File: src/rtl/dmem_pkg.sv
// Shared types and constants for the pipelined data memory: access-size
// encodings, FSM state enum and the power-on seed values of words 0 and 1.
package dmem_pkg;

  typedef enum logic [1:0] {
    SIZE_BYTE = 2'b00,
    SIZE_HALF = 2'b01,
    SIZE_WORD = 2'b10,
    SIZE_RSVD = 2'b11
  } size_e;

  typedef enum logic [1:0] {
    IDLE = 2'b00,
    WAIT = 2'b01,
    RESP = 2'b10
  } state_e;

  localparam int unsigned SEED0 = 0;
  localparam int unsigned SEED1 = 1;

endpackage

File: src/rtl/pipelined_data_memory_if.sv
// Request/response bus of the pipelined data memory.
// Handshake: a request transfers on a rising edge where req_valid && req_ready;
// resp_valid is a one-cycle strobe with no back-pressure.
interface pipelined_data_memory_if #(
  parameter int unsigned DATA_W = 32
);
  logic              req_valid;
  logic              req_ready;
  logic              req_write;
  logic [1:0]        req_size;
  logic              req_unsigned;
  logic [31:0]       req_addr;
  logic [DATA_W-1:0] req_wdata;
  logic              resp_valid;
  logic [DATA_W-1:0] resp_rdata;
  logic              resp_err;

  modport master (
    output req_valid, req_write, req_size, req_unsigned, req_addr, req_wdata,
    input  req_ready, resp_valid, resp_rdata, resp_err
  );

  modport slave (
    input  req_valid, req_write, req_size, req_unsigned, req_addr, req_wdata,
    output req_ready, resp_valid, resp_rdata, resp_err
  );
endinterface

File: src/rtl/dmem_lane_align.sv
// Little-endian lane handling: load extraction/extension, store byte-merge
// and alignment checking for one memory word.
module dmem_lane_align
  import dmem_pkg::*;
#(
  parameter int unsigned DATA_W = 32
) (
  input  logic [1:0]        size_i,
  input  logic              unsigned_i,
  input  logic [1:0]        lane_i,
  input  logic [DATA_W-1:0] word_i,
  input  logic [DATA_W-1:0] wdata_i,
  output logic [DATA_W-1:0] load_o,
  output logic [DATA_W-1:0] merged_o,
  output logic              align_err_o
);

  logic [4:0]        sh;
  logic [DATA_W-1:0] shifted;
  logic [DATA_W-1:0] wdata_sh;
  logic [DATA_W-1:0] lane_mask;

  assign sh = {lane_i, 3'b000};

  always_comb begin
    shifted     = word_i >> sh;
    wdata_sh    = wdata_i << sh;
    load_o      = '0;
    lane_mask   = '0;
    align_err_o = 1'b0;
    case (size_i)
      SIZE_BYTE: begin
        load_o    = unsigned_i ? {{(DATA_W-8){1'b0}}, shifted[7:0]}
                               : {{(DATA_W-8){shifted[7]}}, shifted[7:0]};
        lane_mask = {{(DATA_W-8){1'b0}}, 8'hFF} << sh;
      end
      SIZE_HALF: begin
        align_err_o = lane_i[0];
        load_o      = unsigned_i ? {{(DATA_W-16){1'b0}}, shifted[15:0]}
                                 : {{(DATA_W-16){shifted[15]}}, shifted[15:0]};
        lane_mask   = {{(DATA_W-16){1'b0}}, 16'hFFFF} << sh;
      end
      SIZE_WORD: begin
        align_err_o = (lane_i != 2'b00);
        load_o      = word_i;
        lane_mask   = '1;
      end
      default: align_err_o = 1'b1;
    endcase
    // Untouched lanes keep the old word contents.
    merged_o = (word_i & ~lane_mask) | (wdata_sh & lane_mask);
  end

endmodule

File: src/rtl/pipelined_data_memory.sv
// Word-organised data memory with a fixed-latency request/response FSM.
// Optional probe export of a window of words when DMEM_PROBE_EN is defined.
module pipelined_data_memory
  import dmem_pkg::*;
#(
  parameter int unsigned DATA_W      = 32,
  parameter int unsigned DEPTH       = 64,
  parameter int unsigned WAIT_STATES = 1,
  parameter int unsigned NUM_PROBES  = 10,
  parameter int unsigned PROBE_BASE  = 2
) (
  input  logic                           clk,
  input  logic                           rst_n,
  pipelined_data_memory_if.slave         bus,
  output state_e                         dbg_state_o
`ifdef DMEM_PROBE_EN
  ,
  output logic [NUM_PROBES*DATA_W-1:0]   probe_data
`endif
);

  localparam int unsigned IDX_W = (DEPTH > 1) ? $clog2(DEPTH) : 1;

  if (WAIT_STATES > 7) begin : g_bad_wait
    $error("WAIT_STATES must be 0..7");
  end
  if (PROBE_BASE + NUM_PROBES > DEPTH) begin : g_bad_probe
    $error("probe window exceeds DEPTH");
  end

  // Power-on contents; reset deliberately leaves the array alone.
  logic [DATA_W-1:0] mem_q [DEPTH] = '{1: DATA_W'(SEED1), default: DATA_W'(SEED0)};

  state_e            state_q;
  logic [2:0]        cnt_q;
  logic              wr_q;
  logic [1:0]        size_q;
  logic              uns_q;
  logic [31:0]       addr_q;
  logic [DATA_W-1:0] wdata_q;
  logic              resp_valid_q;
  logic [DATA_W-1:0] resp_rdata_q;
  logic              resp_err_q;

  logic              accept;
  logic              enter_resp;
  logic              op_write;
  logic [1:0]        op_size;
  logic              op_uns;
  logic [31:0]       op_addr;
  logic [DATA_W-1:0] op_wdata;
  logic [IDX_W-1:0]  op_idx;
  logic              range_err;
  logic              align_err;
  logic              op_err;
  logic [DATA_W-1:0] load_val;
  logic [DATA_W-1:0] merged;

  assign accept = bus.req_valid && (state_q == IDLE);

  // With zero wait states the access completes on the accept edge itself,
  // so the operation is taken straight from the bus rather than the latches.
  assign op_write = (state_q == IDLE) ? bus.req_write    : wr_q;
  assign op_size  = (state_q == IDLE) ? bus.req_size     : size_q;
  assign op_uns   = (state_q == IDLE) ? bus.req_unsigned : uns_q;
  assign op_addr  = (state_q == IDLE) ? bus.req_addr     : addr_q;
  assign op_wdata = (state_q == IDLE) ? bus.req_wdata    : wdata_q;

  assign enter_resp = ((state_q == IDLE) && accept && (WAIT_STATES == 0)) ||
                      ((state_q == WAIT) && (cnt_q == 3'd0));

  assign op_idx    = op_addr[IDX_W+1:2];
  assign range_err = (op_addr[31:2] >= 30'(DEPTH));
  assign op_err    = range_err || align_err;

  dmem_lane_align #(.DATA_W(DATA_W)) u_lane (
    .size_i      (op_size),
    .unsigned_i  (op_uns),
    .lane_i      (op_addr[1:0]),
    .word_i      (mem_q[op_idx]),
    .wdata_i     (op_wdata),
    .load_o      (load_val),
    .merged_o    (merged),
    .align_err_o (align_err)
  );

  always_ff @(posedge clk or negedge rst_n) begin
    if (!rst_n) begin
      state_q      <= IDLE;
      cnt_q        <= '0;
      wr_q         <= 1'b0;
      size_q       <= '0;
      uns_q        <= 1'b0;
      addr_q       <= '0;
      wdata_q      <= '0;
      resp_valid_q <= 1'b0;
      resp_rdata_q <= '0;
      resp_err_q   <= 1'b0;
    end else begin
      resp_valid_q <= enter_resp;
      resp_err_q   <= enter_resp && op_err;
      resp_rdata_q <= (enter_resp && !op_err && !op_write) ? load_val : '0;
      case (state_q)
        IDLE: begin
          if (accept) begin
            wr_q    <= bus.req_write;
            size_q  <= bus.req_size;
            uns_q   <= bus.req_unsigned;
            addr_q  <= bus.req_addr;
            wdata_q <= bus.req_wdata;
            cnt_q   <= 3'(WAIT_STATES - 1);
            state_q <= (WAIT_STATES == 0) ? RESP : WAIT;
          end
        end
        WAIT: begin
          if (cnt_q == 3'd0) state_q <= RESP;
          else               cnt_q   <= cnt_q - 3'd1;
        end
        RESP:    state_q <= IDLE;
        default: state_q <= IDLE;
      endcase
    end
  end

  // Stores commit on the edge entering RESP; a held reset cancels them.
  always_ff @(posedge clk) begin
    if (rst_n && enter_resp && op_write && !op_err) begin
      mem_q[op_idx] <= merged;
    end
  end

  assign bus.req_ready  = (state_q == IDLE);
  assign bus.resp_valid = resp_valid_q;
  assign bus.resp_rdata = resp_rdata_q;
  assign bus.resp_err   = resp_err_q;
  assign dbg_state_o    = state_q;

`ifdef DMEM_PROBE_EN
  for (genvar i = 0; i < int'(NUM_PROBES); i++) begin : g_probe
    assign probe_data[i*DATA_W +: DATA_W] = mem_q[PROBE_BASE + i];
  end
`endif

endmodule

File: src/flat_wrapper.sv
// flat-port wrapper written by rule: the top's interface ports become plain ports
module pipelined_data_memory_flat import dmem_pkg::*;
#(
  parameter int unsigned DATA_W      = 32,
  parameter int unsigned DEPTH       = 64,
  parameter int unsigned WAIT_STATES = 1,
  parameter int unsigned NUM_PROBES  = 10,
  parameter int unsigned PROBE_BASE  = 2
)
  (clk, rst_n, dbg_state_o, bus_req_valid, bus_req_write, bus_req_size, bus_req_unsigned, bus_req_addr, bus_req_wdata, bus_req_ready, bus_resp_valid, bus_resp_rdata, bus_resp_err);
  pipelined_data_memory_if #(.DATA_W(DATA_W)) bus_i ();
  input  logic clk;
  input  logic rst_n;
  output state_e dbg_state_o;
  input wire logic [$bits(bus_i.req_valid)-1:0] bus_req_valid;
  input wire logic [$bits(bus_i.req_write)-1:0] bus_req_write;
  input wire logic [$bits(bus_i.req_size)-1:0] bus_req_size;
  input wire logic [$bits(bus_i.req_unsigned)-1:0] bus_req_unsigned;
  input wire logic [$bits(bus_i.req_addr)-1:0] bus_req_addr;
  input wire logic [$bits(bus_i.req_wdata)-1:0] bus_req_wdata;
  output wire logic [$bits(bus_i.req_ready)-1:0] bus_req_ready;
  output wire logic [$bits(bus_i.resp_valid)-1:0] bus_resp_valid;
  output wire logic [$bits(bus_i.resp_rdata)-1:0] bus_resp_rdata;
  output wire logic [$bits(bus_i.resp_err)-1:0] bus_resp_err;
  assign bus_i.req_valid = bus_req_valid;
  assign bus_i.req_write = bus_req_write;
  assign bus_i.req_size = bus_req_size;
  assign bus_i.req_unsigned = bus_req_unsigned;
  assign bus_i.req_addr = bus_req_addr;
  assign bus_i.req_wdata = bus_req_wdata;
  assign bus_req_ready = bus_i.req_ready;
  assign bus_resp_valid = bus_i.resp_valid;
  assign bus_resp_rdata = bus_i.resp_rdata;
  assign bus_resp_err = bus_i.resp_err;
  pipelined_data_memory #(.DATA_W(DATA_W), .DEPTH(DEPTH), .WAIT_STATES(WAIT_STATES), .NUM_PROBES(NUM_PROBES), .PROBE_BASE(PROBE_BASE)) u_core (.clk(clk), .rst_n(rst_n), .bus(bus_i), .dbg_state_o(dbg_state_o));
endmodule
File: config.mk
export PLATFORM = sky130hd
export DESIGN_NAME = pipelined_data_memory_flat
export DESIGN_NICKNAME = d
export VERILOG_FILES = /design/src/rtl/dmem_pkg.sv /design/src/rtl/pipelined_data_memory_if.sv /design/src/rtl/dmem_lane_align.sv /design/src/rtl/pipelined_data_memory.sv /design/src/flat_wrapper.sv
export SDC_FILE = /design/constraint.sdc
export NUM_CORES = 2
export LEC_CHECK = 0
export ABC_AREA = 1
export ABC_CLOCK_PERIOD_IN_PS = 7100
export BUFFER_PORTS_ARGS = -buffer_cell sky130_fd_sc_hd__clkbuf_2
export CORE_ASPECT_RATIO = 1.4
export CORE_MARGIN = 2
export CORE_UTILIZATION = 50
export CTS_CLUSTER_SIZE = 30
export DETAILED_ROUTE_END_ITERATION = 6
export MAX_ROUTING_LAYER = met4
export PLACE_DENSITY = 0.66
export REMOVE_ABC_BUFFERS = 1
export SLEW_MARGIN = 15
export SYNTH_ARGS = -nofsm -noshare
export SYNTH_HDL_FRONTEND = slang
export SYNTH_SLANG_ARGS = --single-unit
File: constraint.sdc
create_clock -name clk -period 7.1 [get_ports clk]
set_input_delay 0.71 -clock clk [delete_from_list [all_inputs] [get_ports clk]]
set_output_delay 0.71 -clock clk [all_outputs]
set_load 0.01 [all_outputs]
; ---- Word level (Yosys, flattened, before mapping)
; Memory sizes are Yosys's and may differ from the RTL's.
; Cells that the tools add are included.
; W data, S select, Z words.
[op_classes]
n_eq_ne = 6
reduce_logical = 19
order_cmp = 1
bitwise = 4
addsub = 1
n_mux = 19
shift = 4
[op_table]
columns = op, count
row1 = $pmux W32 S3, 2
row2 = $mux W32, 5
row3 = $and A32 B32 Y32, 2
row4 = $not A32 Y32, 1
row5 = $or A32 B32 Y32, 1
row6 = $shl A16 B5 Y32 const A, 1
row7 = $shl A32 B5 Y32, 1
row8 = $shl A8 B5 Y32 const A, 1
row9 = $shr A32 B5 Y16, 1
row10 = $ge A30 B7 Y1 const B, 1
row11 = $logic_and A1 B1 Y1, 8
row12 = $mux W2, 3
row13 = $mux W3, 2
row14 = $pmux W3 S2, 1
row15 = $eq A2 B1 Y1 const B, 2
row16 = $logic_not A2 Y1, 2
row17 = $mux W1, 4
row18 = $ne A2 B2 Y1 const B, 2
row19 = $pmux W2 S2, 1
row20 = $reduce_and A2 Y1, 2
row21 = $reduce_bool A2 Y1, 2
row22 = $logic_not A3 Y1, 1
row23 = $pmux W1 S3, 1
row24 = $reduce_and A3 Y1, 1
row25 = 5 further kinds, 6
[word_totals]
reg_bits = 107
memories = 1
out_inout_bits = 37
ram_bits = 2048
wordCells = 65
[mem_list]
columns = memory, words, word_bits, rd, rd_ports_with_merged_regs, write_ports, line
row1 = u_core.mem_q, 64, 32, 1, 0, 1, pipelined_data_memory.sv:32  ; logic [DATA_W-1:0] mem_q [DEPTH] = '{1: DATA_W'(SEED1), default: DATA_W'(SEED0)};

; ---- Depth between registers and ports, before layout
[logic_depth]
word_depth = 9
mapped_depth = 23
mapped_depth_nobuf = 19

; ---- Hierarchy
; A second synthesis with hierarchy kept.
[unflattened]
hier_cells = 9476
hier_area_um2 = 93643.6
[by_module_without_submodules]
columns = module, seq_area_each_um2, instances, area_per_inst_um2, cells_per_inst
row1 = pipelined_data_memory, 64176.6, 1, 91838.1, 9084
row2 = dmem_lane_align, 0.0, 1, 1805.5, 392

; ---- Worst setup path before layout
; No wires, ideal clock.
[synth_path]
kind = input -> register
start = input bus_req_addr[2]
end = memory u_core.mem_q[0][30] (data pin)
path_buffers = 3
arrival_ns = 4.606
path_stages = 16
path_slack_ns = 1.792
cell_sequence = inv_1 -> nand2_1 -> nand2_1 -> buf_4 -> buf_2 -> buf_2 -> nor2_1 -> o21ai_0 -> nand2_1 -> nand2_1 -> nand2_1 -> nand2_1 -> nand2_1 -> nor2_1 -> nand2_1 -> o21ai_0
[synth_via]
elab_chain_cells = 4
[synth_lines]
columns = element, line
row1 = start: declaration, flat_wrapper.sv:19  ; input wire logic [$bits(bus_i.req_addr)-1:0] bus_req_addr;
row2 = $mux W32, pipelined_data_memory.sv:66  ; assign op_addr = (state_q == IDLE) ? bus.req_addr : addr_q;
row3 = $mem_v2 Z64 W32, n/a
row4 = $and A32 B32 Y32, dmem_lane_align.sv:51  ; merged_o = (word_i & ~lane_mask) | (wdata_sh & lane_mask);
row5 = $or A32 B32 Y32, dmem_lane_align.sv:51
row6 = via u_core.merged[30], pipelined_data_memory.sv:57  ; logic [DATA_W-1:0] merged;
row7 = end: declaration, pipelined_data_memory.sv:32
; The timed path passes the listed nets, and every way through them passes these cells.

; ---- Worst setup path in the final report
[layout_path]
start = register u_core.state_q[1] (netlist: u_core.dbg_state_o[1])
end = memory u_core.mem_q[59][7] (data pin)
[layout_via]
elab_chain_cells = 7
[layout_lines]
columns = element, line
row1 = start: declaration, pipelined_data_memory.sv:34  ; state_e state_q;
row2 = start signal: assignment, pipelined_data_memory.sv:112  ; state_q <= (WAIT_STATES == 0) ? RESP : WAIT;
row3 = $logic_not A2 Y1 (*), "pipelined_data_memory.sv:64, pipelined_data_memory.sv:66, pipelined_data_memory.sv:67"
row4 = $mux W32 or $mux W2 (tied branches), "pipelined_data_memory.sv:66, pipelined_data_memory.sv:64"
row5 = "$shl A16 B5 Y32, or another cell as far along", dmem_lane_align.sv:41  ; lane_mask = {{(DATA_W-16){1'b0}}, 16'hFFFF} << sh;
row6 = $pmux W32 S3, dmem_lane_align.sv:31  ; case (size_i)
row7 = $not A32 Y32, dmem_lane_align.sv:51
row8 = $and A32 B32 Y32, dmem_lane_align.sv:51
row9 = $or A32 B32 Y32 (*), dmem_lane_align.sv:51
row10 = via u_core.merged[7], pipelined_data_memory.sv:57
; Mark *: on every way through the listed nets, which the timed path passes. The rest lies on a longest branch.

==> metrics.yaml <==
tightest_slew_ns: 1.26
cts.clk_slew.worst_paths_ns: 0.07
hpwlAfterDp_mm: 163
r2r_slack_ns: 1.14
fillCellCount: 15300
synth_area_mm2: 0.0919
rows: 186
cts_tree: "yes"
die-area_mm2: 0.187
violations: "design-rule violations"
finalHoldViolations: 0
whs_endpoint: "u_core.addr_q[9]$_DFFE_PN0P_"
firstDrtPassIters: 7
overflow: 0
cts.sinks: 2155
netlist_instances: 8881
critical_path.max_fanout: 52
synthToLayoutAreaGrowth_pct: 11.9
layout_min_cycle_time_ns: 5.96
min_path_type: "in2reg"
die_height_um: 511
place_congestion: 0.941
drive_gt1_frac: 0.0836
regArea_mm2: 0.0642
setup_viol: 0
drv_slew: 0
drcViolationCount: 1
detail_route.wl_per_cell_um: 23.6
holdPathStages: 3
cts_buffers: 191
synth_area_leaders: "edfxtp_1, nand2_1, inv_1"
synth.avg_cell_area_um2: 10.3
ant_nets: 0
start_util: 0.502
final_common_cell: "nand2_1"
viasPerCell: 5.51
worstSkewPairLatency_ns: 0.86
clk_path_buf_depth: 3
min-delay-start: "bus_req_addr[9]"
ys_seq_elements: 2155
cp.required_ns: 7.69
post-route-period-util: 0.840
r2r_cells: 14
r2r_start: "u_core.dbg_state_o[1]$_DFFE_PN0P_"
grt_pass1_vias: 61100
io_pins: 108
max_cap_viol_count: 0
antenna_found_initial: 9
end_kind: "register"
via_count: 63900
mostFrequentLayoutCells: "nand2_1, edfxtp_1, inv_1"
synth_top_area_share: 0.669
synth_cell_type_count: 40
grt_max_degree: 122
outcome: "finished with violations"
postCtsSetupRepairBufs: 0
cp-startpoint: "u_core.dbg_state_o[1]$_DFFE_PN0P_"
setup_tns_ns: 0
max_freq_mhz: 168
grt_first_pass_wirelength_mm: 401
r2r_end: "u_core.mem_q[59][7]$_DFFE_PP_"
post_cts_resized: 0
drtIter0Drc: 7799
synth_top_area_cell: "edfxtp_1"
synth-warning-count: 0
worst-endpoint-arrival_ns: 6.55
portBuffers: 107
wl_mm: 274
rsz0062_at_grt: "no"
gr-usage-all-layers: 0.299
maxSlewHeadroom: 0.158
multi_input_area_mm2: 0.0225
dieWidth_um: 366
crit_path_start_kind: "register"
timing_worst_setup_path_type: "reg2reg"
cts_max_level: 4
nets: 9077
root_buffer: "clkbuf_16"
coreArea_mm2: 0.183
finalClockSkew_ns: 0.0386
seq_area_frac_synth: 0.698
## registers in the layout, indices dropped and copies added, names as in the netlist
register               cells
u_core.mem_q            2048
u_core.addr_q             32
u_core.bus.resp_rdata     32
u_core.wdata_q            32
u_core.cnt_q               3
u_core.dbg_state_o         2
u_core.size_q              2
u_core.bus.resp_err        1
u_core.bus.resp_valid      1
u_core.uns_q               1
u_core.wr_q                1
## what timing repair did
action / in CTS / in global routing
endpoints found under the hold margin: 29 / 0
endpoints found under the setup margin: 0 / 0
hold buffers: 1 / 0
## synthesized netlist by cell type
master and number:
o22a_1 79, o21ai_1 52, buf_1 32, ha_1 2
o21ai_0 550, o221ai_1 6, o21ai_2 5, clkbuf_1 186
nand4_1 56, nor2_8 1, nand2_2 5, a31oi_1 1
xor2_1 1, nor3_2 7, nand3_1 228, nor4_1 5
nor2_1 428, nand3b_1 12, nand3_2 1, buf_4 26
o21a_1 1, buf_6 3, edfxtp_1 2048, a22oi_1 5
o31ai_1 2, or2_2 5, o211ai_1 2, a21oi_1 23
a221oi_1 1, dfrtp_1 107, inv_1 1137, nand2_1 3582
inv_2 9, o22ai_1 87, nand2_4 1, nor3_1 5
o41ai_1 1, nor2_2 3, buf_2 175, nor2_4 1
## worst max-delay path: stages, from the launching register on
cell	delay [ns]
dfrtp_1	0.48
nor2_8	0.57
nand2_1	0.62
nand2_8	0.69
buf_4	0.49
buf_4	0.31
nand2_1	0.10
nand3_1	0.10
nand4_1	0.12
nand2_1	0.09
nand2_1	0.26
nor2_1	0.38
nand2_1	0.17
o22ai_4	0.71
buf_4	0.50
## cell type report
class / count / area share
antenna: 4 / 0.0000973
tap: 2444 / 0.0297
sequential: 2155 / 0.624
multi-input combinational: 5158 / 0.219
clock buffer: 251 / 0.0497
clock inverter: 102 / 0.00840
inverter: 1146 / 0.0418
timing repair buffer: 352 / 0.0276
## cells by family after synthesis
group | synth area share
AND/OR/NAND/NOR | 0.184
flip-flops | 0.698
buffers and inverters | 0.0677
AO/OA/AOI/OAI | 0.0496
adder cells (fa/ha/maj) | 0.000272
XOR/XNOR | 0.0000953
## how the worst max path moves through the flow
stage | end | slack [ns] | cells after the start
after floorplan | u_core.mem_q[0][0]$_DFFE_PP_ | -10.84 | 13
after global placement | u_core.mem_q[0][17]$_DFFE_PP_ | 1.42 | 16
after detailed placement | u_core.mem_q[12][26]$_DFFE_PP_ | 1.41 | 15
after CTS | u_core.mem_q[12][26]$_DFFE_PP_ | 1.28 | 15
after global routing | u_core.mem_q[59][7]$_DFFE_PP_ | 0.99 | 14
final | u_core.mem_q[59][7]$_DFFE_PP_ | 1.14 | 14
## stage by stage
stage	hold WS, ns	std cells	utilization	setup WS [ns]	cell area [um2]
finish	0.106	11600	0.562	1.14	103000
global placement	0.462	11300	0.529	1.42	96800
floorplan	0.414	8459	-	-10.84	90000
CTS	0.0641	11600	0.562	1.28	103000
detailed placement	0.468	11300	0.529	1.41	96800
global route	0.104	11600	0.562	0.986	103000
## layer usage
| layer | GRT usage | vias to the layer above | share of wire |
|---|---|---|---|
| li1 | - | 29000 | - |
| met1 | 0.373 | 30800 | 0.38 |
| met2 | 0.469 | 3331 | 0.47 |
| met3 | 0.0604 | 706 | 0.10 |
| met4 | 0.144 | 0 | 0.055 |
| met5 | - | - | 0 |
Power is left out: the tool's default activity adds up to more than one toggle a clock period on the data nets, which glitch-free logic cannot reach.
